**src/rtl/cache_controller_if.sv**
```systemverilog
// Bundle of CPU, line-SRAM and main-memory signals for cache_controller.
// slave  : the controller's view (consumes CPU requests, drives SRAM and memory requests).
// master : the environment's view (CPU, line SRAM and main memory).
interface cache_controller_if #(
  parameter int unsigned ADDR_W = 32,
  parameter int unsigned LINE_W = 512,
  parameter int unsigned IDX_W  = 6
);
  // CPU load/store side
  logic [ADDR_W-1:0] phy_addr;
  logic [ADDR_W-1:0] data_from_cpu;
  logic              read_mem;
  logic              write_mem;
  logic [ADDR_W-1:0] data_to_cpu;
  logic              hit_miss;
  logic              ready_stall;
  // Way-agnostic line SRAM
  logic [IDX_W-1:0]  cache_mem_index;
  logic [LINE_W-1:0] cache_mem_data_in;
  logic              cache_mem_write_en;
  logic [LINE_W-1:0] cache_mem_data_out;
  // Main memory, single outstanding request
  logic [ADDR_W-1:0] main_mem_addr;
  logic [ADDR_W-1:0] main_mem_data_out;
  logic              main_mem_read_req;
  logic              main_mem_write_req;
  logic [LINE_W-1:0] main_mem_data_in;
  logic              main_mem_ready;

  modport slave (
    input  phy_addr, data_from_cpu, read_mem, write_mem,
    output data_to_cpu, hit_miss, ready_stall,
    output cache_mem_index, cache_mem_data_in, cache_mem_write_en,
    input  cache_mem_data_out,
    output main_mem_addr, main_mem_data_out, main_mem_read_req, main_mem_write_req,
    input  main_mem_data_in, main_mem_ready
  );

  modport master (
    output phy_addr, data_from_cpu, read_mem, write_mem,
    input  data_to_cpu, hit_miss, ready_stall,
    input  cache_mem_index, cache_mem_data_in, cache_mem_write_en,
    output cache_mem_data_out,
    input  main_mem_addr, main_mem_data_out, main_mem_read_req, main_mem_write_req,
    output main_mem_data_in, main_mem_ready
  );
endinterface

```
**src/rtl/cache_controller.sv**
```systemverilog
// 2-way set-associative, write-through, no-write-allocate cache controller.
// Holds tags, valid bits and per-set LRU (next victim) internally; line data
// lives in an external SRAM that writes way lru[index] on cache_mem_write_en.
// Ports: clk, rst_n (async active-low), bus (cache_controller_if.slave):
//   CPU: phy_addr, data_from_cpu, read_mem, write_mem -> data_to_cpu, hit_miss, ready_stall
//   SRAM: cache_mem_index, cache_mem_data_in, cache_mem_write_en <- cache_mem_data_out
//   Memory: main_mem_addr, main_mem_data_out, main_mem_read_req, main_mem_write_req
//           <- main_mem_data_in, main_mem_ready
module cache_controller #(
  parameter int unsigned ADDR_W = 32,
  parameter int unsigned LINE_W = 512,
  parameter int unsigned SETS   = 64,
  parameter int unsigned TAG_W  = 20
) (
  input  logic              clk,
  input  logic              rst_n,
  cache_controller_if.slave bus
);
  localparam int unsigned IDX_W  = $clog2(SETS);
  localparam int unsigned OFF_W  = $clog2(LINE_W / 8);
  localparam int unsigned BOFF_W = $clog2(ADDR_W / 8);
  localparam int unsigned WSEL_W = OFF_W - BOFF_W;
  localparam int unsigned BIT_W  = $clog2(ADDR_W);

  typedef enum logic [2:0] {IDLE, RD_REQ, RD_WAIT, FILL, WR_REQ, WR_WAIT} state_e;

  state_e state_q, state_d;

  logic [TAG_W-1:0]       tag_q [2][SETS];
  logic [1:0][SETS-1:0]   valid_q;
  logic [SETS-1:0]        lru_q;

  logic [ADDR_W-1:0] addr_q, wdata_q, data_q, data_d;
  logic [LINE_W-1:0] line_q;
  logic              hit_q, hit_d, stall_q, stall_d;
  logic              rd_req_q, wr_req_q, sram_we_q;

  logic              accept, cap_we, tag_we;
  logic              lru_we, lru_val, vld_we, vld_way, vld_val;
  logic [IDX_W-1:0]  lru_idx, vld_idx;

  // Word select within a line
  function automatic logic [ADDR_W-1:0] pick_word(input logic [LINE_W-1:0] line,
                                                   input logic [WSEL_W-1:0] sel);
    return line[{sel, {BIT_W{1'b0}}} +: ADDR_W];
  endfunction

  // Address fields of the incoming request and of the latched one
  logic [IDX_W-1:0]  idx_in, idx_q;
  logic [TAG_W-1:0]  tag_in;
  logic [1:0]        way_hit;
  logic              hit, hit_way, victim;

  assign idx_in  = bus.phy_addr[OFF_W +: IDX_W];
  assign tag_in  = bus.phy_addr[ADDR_W-TAG_W +: TAG_W];
  assign idx_q   = addr_q[OFF_W +: IDX_W];
  assign way_hit[0] = valid_q[0][idx_in] && (tag_q[0][idx_in] == tag_in);
  assign way_hit[1] = valid_q[1][idx_in] && (tag_q[1][idx_in] == tag_in);
  assign hit     = |way_hit;
  assign hit_way = way_hit[1];
  assign victim  = lru_q[idx_q];

  // SRAM index follows the live address only while a new request can be accepted
  assign bus.cache_mem_index    = (state_q == IDLE) ? idx_in : idx_q;
  assign bus.cache_mem_data_in  = line_q;
  assign bus.cache_mem_write_en = sram_we_q;
  assign bus.main_mem_addr      = (state_q inside {WR_REQ, WR_WAIT}) ? addr_q
                                  : {addr_q[ADDR_W-1:OFF_W], {OFF_W{1'b0}}};
  assign bus.main_mem_data_out  = wdata_q;
  assign bus.main_mem_read_req  = rd_req_q;
  assign bus.main_mem_write_req = wr_req_q;
  assign bus.data_to_cpu        = data_q;
  assign bus.hit_miss           = hit_q;
  assign bus.ready_stall        = stall_q;

  // State register
  always_ff @(posedge clk or negedge rst_n) begin
    if (!rst_n) state_q <= IDLE;
    else        state_q <= state_d;
  end

  // Next-state and control strobes
  always_comb begin
    state_d = state_q;
    stall_d = stall_q;
    hit_d   = hit_q;
    data_d  = data_q;
    accept  = 1'b0;
    cap_we  = 1'b0;
    tag_we  = 1'b0;
    lru_we  = 1'b0;
    lru_idx = idx_in;
    lru_val = 1'b0;
    vld_we  = 1'b0;
    vld_idx = idx_in;
    vld_way = hit_way;
    vld_val = 1'b0;
    unique case (state_q)
      IDLE: begin
        if (bus.write_mem) begin
          accept  = 1'b1;
          stall_d = 1'b1;
          hit_d   = hit;
          state_d = WR_REQ;
          // Write hit drops the line so no stale copy survives the write-through
          if (hit) begin
            vld_we  = 1'b1;
            lru_we  = 1'b1;
            lru_val = hit_way;
          end
        end else if (bus.read_mem) begin
          accept = 1'b1;
          if (hit) begin
            data_d  = pick_word(bus.cache_mem_data_out, bus.phy_addr[BOFF_W +: WSEL_W]);
            hit_d   = 1'b1;
            lru_we  = 1'b1;
            lru_val = ~hit_way;
          end else begin
            hit_d   = 1'b0;
            stall_d = 1'b1;
            state_d = RD_REQ;
          end
        end
      end
      RD_REQ:  state_d = RD_WAIT;
      RD_WAIT: begin
        if (bus.main_mem_ready) begin
          cap_we  = 1'b1;
          state_d = FILL;
        end
      end
      FILL: begin
        tag_we  = 1'b1;
        vld_we  = 1'b1;
        vld_idx = idx_q;
        vld_way = victim;
        vld_val = 1'b1;
        lru_we  = 1'b1;
        lru_idx = idx_q;
        lru_val = ~victim;
        data_d  = pick_word(line_q, addr_q[BOFF_W +: WSEL_W]);
        stall_d = 1'b0;
        state_d = IDLE;
      end
      WR_REQ:  state_d = WR_WAIT;
      WR_WAIT: begin
        if (bus.main_mem_ready) begin
          stall_d = 1'b0;
          state_d = IDLE;
        end
      end
      default: state_d = IDLE;
    endcase
  end

  // Datapath and registered strobes; strobes decode the state being entered
  always_ff @(posedge clk or negedge rst_n) begin
    if (!rst_n) begin
      addr_q    <= '0;
      wdata_q   <= '0;
      data_q    <= '0;
      line_q    <= '0;
      hit_q     <= 1'b0;
      stall_q   <= 1'b0;
      rd_req_q  <= 1'b0;
      wr_req_q  <= 1'b0;
      sram_we_q <= 1'b0;
    end else begin
      if (accept) begin
        addr_q  <= bus.phy_addr;
        wdata_q <= bus.data_from_cpu;
      end
      if (cap_we) line_q <= bus.main_mem_data_in;
      data_q    <= data_d;
      hit_q     <= hit_d;
      stall_q   <= stall_d;
      rd_req_q  <= (state_d == RD_REQ);
      wr_req_q  <= (state_d == WR_REQ);
      sram_we_q <= (state_d == FILL);
    end
  end

  // Valid and LRU state
  always_ff @(posedge clk or negedge rst_n) begin
    if (!rst_n) begin
      valid_q <= '0;
      lru_q   <= '0;
    end else begin
      if (vld_we) valid_q[vld_way][vld_idx] <= vld_val;
      if (lru_we) lru_q[lru_idx] <= lru_val;
    end
  end

  // Tag array, only meaningful where valid is set
  always_ff @(posedge clk) begin
    if (tag_we) tag_q[victim][idx_q] <= addr_q[ADDR_W-TAG_W +: TAG_W];
  end
endmodule

```
**src/flat_wrapper.sv**
```systemverilog
// flat-port wrapper written by rule: the top's interface ports become plain ports
module cache_controller_flat 
#(
  parameter int unsigned ADDR_W = 32,
  parameter int unsigned LINE_W = 512,
  parameter int unsigned SETS   = 64,
  parameter int unsigned TAG_W  = 20
)
  (clk, rst_n, bus_phy_addr, bus_data_from_cpu, bus_read_mem, bus_write_mem, bus_data_to_cpu, bus_hit_miss, bus_ready_stall, bus_cache_mem_index, bus_cache_mem_data_in, bus_cache_mem_write_en, bus_cache_mem_data_out, bus_main_mem_addr, bus_main_mem_data_out, bus_main_mem_read_req, bus_main_mem_write_req, bus_main_mem_data_in, bus_main_mem_ready);
  cache_controller_if #(.ADDR_W(ADDR_W), .LINE_W(LINE_W)) bus_i ();
  input  logic clk;
  input  logic rst_n;
  input wire logic [$bits(bus_i.phy_addr)-1:0] bus_phy_addr;
  input wire logic [$bits(bus_i.data_from_cpu)-1:0] bus_data_from_cpu;
  input wire logic [$bits(bus_i.read_mem)-1:0] bus_read_mem;
  input wire logic [$bits(bus_i.write_mem)-1:0] bus_write_mem;
  output wire logic [$bits(bus_i.data_to_cpu)-1:0] bus_data_to_cpu;
  output wire logic [$bits(bus_i.hit_miss)-1:0] bus_hit_miss;
  output wire logic [$bits(bus_i.ready_stall)-1:0] bus_ready_stall;
  output wire logic [$bits(bus_i.cache_mem_index)-1:0] bus_cache_mem_index;
  output wire logic [$bits(bus_i.cache_mem_data_in)-1:0] bus_cache_mem_data_in;
  output wire logic [$bits(bus_i.cache_mem_write_en)-1:0] bus_cache_mem_write_en;
  input wire logic [$bits(bus_i.cache_mem_data_out)-1:0] bus_cache_mem_data_out;
  output wire logic [$bits(bus_i.main_mem_addr)-1:0] bus_main_mem_addr;
  output wire logic [$bits(bus_i.main_mem_data_out)-1:0] bus_main_mem_data_out;
  output wire logic [$bits(bus_i.main_mem_read_req)-1:0] bus_main_mem_read_req;
  output wire logic [$bits(bus_i.main_mem_write_req)-1:0] bus_main_mem_write_req;
  input wire logic [$bits(bus_i.main_mem_data_in)-1:0] bus_main_mem_data_in;
  input wire logic [$bits(bus_i.main_mem_ready)-1:0] bus_main_mem_ready;
  assign bus_i.phy_addr = bus_phy_addr;
  assign bus_i.data_from_cpu = bus_data_from_cpu;
  assign bus_i.read_mem = bus_read_mem;
  assign bus_i.write_mem = bus_write_mem;
  assign bus_data_to_cpu = bus_i.data_to_cpu;
  assign bus_hit_miss = bus_i.hit_miss;
  assign bus_ready_stall = bus_i.ready_stall;
  assign bus_cache_mem_index = bus_i.cache_mem_index;
  assign bus_cache_mem_data_in = bus_i.cache_mem_data_in;
  assign bus_cache_mem_write_en = bus_i.cache_mem_write_en;
  assign bus_i.cache_mem_data_out = bus_cache_mem_data_out;
  assign bus_main_mem_addr = bus_i.main_mem_addr;
  assign bus_main_mem_data_out = bus_i.main_mem_data_out;
  assign bus_main_mem_read_req = bus_i.main_mem_read_req;
  assign bus_main_mem_write_req = bus_i.main_mem_write_req;
  assign bus_i.main_mem_data_in = bus_main_mem_data_in;
  assign bus_i.main_mem_ready = bus_main_mem_ready;
  cache_controller #(.ADDR_W(ADDR_W), .LINE_W(LINE_W), .SETS(SETS), .TAG_W(TAG_W)) u_core (.clk(clk), .rst_n(rst_n), .bus(bus_i));
endmodule
```
**config.mk**
```make
export PLATFORM = sky130hd
export DESIGN_NAME = cache_controller_flat
export DESIGN_NICKNAME = d
export VERILOG_FILES = /design/src/rtl/cache_controller_if.sv /design/src/rtl/cache_controller.sv /design/src/flat_wrapper.sv
export SDC_FILE = /design/constraint.sdc
export NUM_CORES = 2
export LEC_CHECK = 0
export CAP_MARGIN = 30
export CORE_UTILIZATION = 30
export CTS_BUF_LIST = sky130_fd_sc_hd__clkbuf_16
export DETAILED_ROUTE_END_ITERATION = 12
export DONT_BUFFER_PORTS = 1
export PLACE_DENSITY = 0.43
export SYNTH_ARGS = -nofsm -noshare
export SYNTH_HDL_FRONTEND = slang
export SYNTH_SLANG_ARGS = --single-unit
```
**constraint.sdc**
```tcl
create_clock -name clk -period 5.34 [get_ports clk]
set_input_delay 0.267 -clock clk [delete_from_list [all_inputs] [get_ports clk]]
set_output_delay 0.267 -clock clk [all_outputs]
set_load 0.05 [all_outputs]
```
==> flow_results.org <==
** Yosys
- Of the synthesized area, sequential elements account for 0.686.
- Total nets after synthesis :: 10147
- The share of synthesized area in the top cell type comes to 0.543.
- Dominant cell type by area after synthesis :: sky130_fd_sc_hd__edfxtp_1
- Counting every instance in the synthesized netlist gives 9054.
- The synthesized design contains 2560 enable-type register cells.
- Top cells by area, synth :: sky130_fd_sc_hd__edfxtp_1 (54%), sky130_fd_sc_hd__dfrtp_1 (14%), sky130_fd_sc_hd__mux4_2 (12%)
- Counting distinct cell types in the post-synthesis netlist gives a little over 80.
- After synthesis the netlist holds a flip-flop and latch count of 3368.
- Top FF cell, synth :: sky130_fd_sc_hd__edfxtp_1
- The Yosys step of the flow raised 0 warnings.
- Fraction of registers with async set/reset :: 0.240
- After synthesis, the mean cell area works out to 15.6 sq um.
- The mapped netlist covers 142000 sq um.

** Status
- Violations in the final reports :: antenna violations, negative setup slack
- The run finished, with violations left.

** Detailed routing
- Total number of vias :: 101276
- The first detailed-routing pass ran for 8 iterations.
- The count of nets left with antenna violations once routing finished came out at 5.
- After the first detailed-routing iteration, the DRC count stood at 14688.
- Dividing the detail-routed wire length by the instance count gives 53.8 um.
- Number of design rule violations left after detail routing :: 0
- Post-Route WL :: 947000 um
- Number of vias per cell :: 5.75

** Run
- The tool flagged a number of max-cap violations equal to 0.

** GRT
- Wire length of the first global-routing pass :: 1150000 um
- Entering global routing, the biggest net connects 692 pins.
- Global route total overflow :: 0
- The via count of the first global-routing pass is 93252.
- In the global route stage, overall resource usage came out at 0.388.
- The number of antenna violations at the first check in global routing came to 595.

** Timing
- Total of endpoints with negative setup slack in the final report :: 2
- Setup slack on the critical path of the routed design comes to -0.00351 ns.
- Hold Violations, Final :: 0
- Timing would allow up to 0.187 GHz.
- Headroom to the max-slew limit came out at 0.0295.
- Worst clock skew on the final layout :: about 0.11 ns
- The smallest clock period supported by the final layout is computed as 5.34 ns.
- Transition time at the pin with the least slew margin :: 1.46 ns
- Final hold analysis gives a worst-case slack of 0.00663 ns.
- Setup repair after global routing left no endpoint under its margin.
- Slew Viols, Final :: 0
- In the finished design, the share of the clock period the worst path needs comes to 1.00.

** Worst setup path
- The critical path is of the primary input to register type.
- CP Max Fanout :: 141
- The largest individual stage delay along the critical path comes from the cell sky130_fd_sc_hd__buf_16.
- The most numerous cell type found on the critical path is sky130_fd_sc_hd__buf_16.
- STA puts the critical path data arrival time at 6.28 ns.
- Number of buffer and inverter stages on the critical path :: 6
- The cell family contributing the most delay on the critical path is buffers and inverters.
- Chain of cells forming the critical path :: buf_16, buf_16, buf_16, mux4_2, mux4_2, a22oi_1, buf_4, nand3_1, xor2_1, a2111oi_2, nand4_1, nand4_1, buf_4, nand3_4, buf_12, a22oi_1
- Type of origin of the critical path :: primary input
- Crit. End Element :: register
- For this run, the slowest stage of the critical path takes 0.58 ns.
- For the worst setup path, the data required time is around 6.3 ns.

** Pwr
- Max IR drop VDD :: around 420 uV
- Dividing total power by cell area gives a power density of 537 nW/um^2.
- The analysis attributes to cell leakage a power of between 60 and 70 nW.

** Floorplan
- The core region is 469000 sq um.
- Row generation in the floorplan step produced 251 rows.
- Die area :: about 470000 sq um
- In this run the vertical extent of the chip is 689 um.
- Measured along the x axis, the die boundary spans 689 um.
- The initial utilization of the core area, before any placement, comes to 0.302.
- Boundary Pins :: 1712

** CTS
- After clock tree synthesis, the clock-pin slew on the worst setup and hold paths is 0.06 ns.
- The H-tree generated during clock tree synthesis spans 5 levels.
- Number of buffers on the longest clock path :: 4
- For the worst-skew pair, the clock arrives at the later sink with an insertion delay of ~1.1 ns.
- Counting every sink on the clock net gives about 3400.
- Root Buffer :: sky130_fd_sc_hd__clkbuf_16
- Counting the buffers created by CTS gives 388.
- CTS tree :: done

** Cells and area
- Area growth from synthesis to final layout :: 24.5%
- The finished layout holds 17622 standard cells, fillers aside.
- In the final layout, the share of cells above drive strength 1 is 0.223.
- Most common library cell in the layout ignoring fill and taps :: sky130_fd_sc_hd__edfxtp_1
- The top cell types in the final layout, fill and taps aside, are sky130_fd_sc_hd__edfxtp_1 (2560), sky130_fd_sc_hd__nand2_1 (2028), sky130_fd_sc_hd__dfrtp_1 (781).
- Layout fillers :: 44366
- In the final design database the tool counted 11415 nets.
- Core utilization of the finished layout :: 0.376

** Placement
- Detailed placement ended at an HPWL of approximately 710000 um.
- Placed Instances :: 15374
- Post-placement setup slack :: -1.06 ns
- Input/output buffers :: 0
- Routability congestion estimate :: between 1 and 1.5

** Worst hold path
- Worst min-delay path category :: primary input to register
final cells by class:
cell class	instances	area [sq um]	share of cell area
sequential	3368	97200	0.551
clock buffer	395	9880	0.0561
inverter	11	50.0	0.000284
timing repair buffer	1493	15200	0.0861
multi-input combinational	5060	41900	0.238
clock inverter	320	2350	0.0133
antenna	777	1940	0.0110
tap	6198	7750	0.0440
metrics by stage:
step	power (mW)	setup TNS (ns)	area, sq um
finish	94.6	-0.00391	176000
CTS	93.4	0	173000
global placement	66.1	-202.76	154000
detailed placement	66.4	-196.71	154000
floorplan	51.3	0	142000
global route	95.5	0	176000
layer usage:
layer	part of all wire	GRT usage
met5	0.00096	0.000102
met4	0.11	0.381
met3	0.094	0.116
met2	0.47	0.610
met1	0.33	0.411
worst min-delay path, stage by stage:
cell and delay (ns):
sky130_fd_sc_hd__dlygate4sd3_1 0.59, sky130_fd_sc_hd__nand2_1 0.12, sky130_fd_sc_hd__nand2_1 0.05
kinds of logic after synthesis:
family                 Yosys count  share of synthesized area
AO/OA/AOI/OAI                  970                     0.0484
XOR/XNOR                        36                    0.00223
buffers and inverters          626                     0.0219
flip-flops                    3368                      0.686
multiplexers                  1345                      0.164
AND/OR/NAND/NOR               2709                     0.0781
state kept, by name (all words and copies together) (netlist names):
name                           flops
u_core.bus.main_mem_write_req      1
u_core.lru_q                      64
u_core.bus.cache_mem_data_in     512
u_core.bus.main_mem_read_req       1
u_core.bus.data_to_cpu            32
u_core.bus.ready_stall             1
u_core.bus.main_mem_data_out      32
u_core.state_q                     3
u_core.valid_q                   128
u_core.bus.cache_mem_write_en      1
u_core.tag_q                    2560
u_core.bus.hit_miss                1
u_core.addr_q                     32
cells in the mapped netlist, types with 22 or more instances:
| master | n |
|---|---|
| sky130_fd_sc_hd__a21oi_1 | 147 |
| sky130_fd_sc_hd__a221oi_1 | 41 |
| sky130_fd_sc_hd__a22oi_1 | 244 |
| sky130_fd_sc_hd__a22oi_2 | 50 |
| sky130_fd_sc_hd__a311o_1 | 33 |
| sky130_fd_sc_hd__and2_1 | 50 |
| sky130_fd_sc_hd__buf_1 | 57 |
| sky130_fd_sc_hd__buf_2 | 102 |
| sky130_fd_sc_hd__buf_4 | 86 |
| sky130_fd_sc_hd__buf_6 | 39 |
| sky130_fd_sc_hd__clkbuf_1 | 330 |
| sky130_fd_sc_hd__dfrtp_1 | 808 |
| sky130_fd_sc_hd__edfxtp_1 | 2560 |
| sky130_fd_sc_hd__mux2_2 | 37 |
| sky130_fd_sc_hd__mux2i_1 | 536 |
| sky130_fd_sc_hd__mux4_2 | 772 |
| sky130_fd_sc_hd__nand2_1 | 2030 |
| sky130_fd_sc_hd__nand3_1 | 176 |
| sky130_fd_sc_hd__nand4_1 | 23 |
| sky130_fd_sc_hd__nor2_1 | 245 |
| sky130_fd_sc_hd__nor2b_1 | 30 |
| sky130_fd_sc_hd__nor3_1 | 52 |
| sky130_fd_sc_hd__o211ai_1 | 53 |
| sky130_fd_sc_hd__o21ai_0 | 213 |
| sky130_fd_sc_hd__o22ai_1 | 46 |
| sky130_fd_sc_hd__xnor2_1 | 22 |
where the power goes:
| part | switching, mW | leakage [nW] | internal (mW) |
|---|---|---|---|
| Clock | 11.7 | 6.33 | 14.8 |
| Sequential | 10.3 | 33.2 | 33.2 |
| Combinational | 18.3 | 24.3 | 6.30 |
| Total | 40.4 | 63.8 | 54.2 |
worst paths after layout:
path	startpoint	to	slack (ns)	depth (start not counted)
min in group asynchronous	rst_n	u_core.addr_q[26]	0.42	4
worst min register to register	u_core.addr_q[0]	u_core.addr_q[0]	0.48	2
max in group asynchronous	rst_n	u_core.bus.cache_mem_data_in[465]	1.05	7
worst max register to register	u_core.addr_q[6]	u_core.tag_q[0][147]	0.19	11
worst min-delay path	bus_main_mem_data_in[115]	u_core.bus.cache_mem_data_in[115]	0.007	3
worst max-delay path	bus_phy_addr[7]	u_core.lru_q[8]	-0.004	16
timing repair:
item                                   4_1_cts  5_1_grt
endpoints found under the hold margin      829       27
gates resized for setup                      0        1
buffers inserted                             0        0
hold buffers                               691       27
setup endpoints to repair                    0      228
Note: power is estimated with default switching activity, not from simulation.
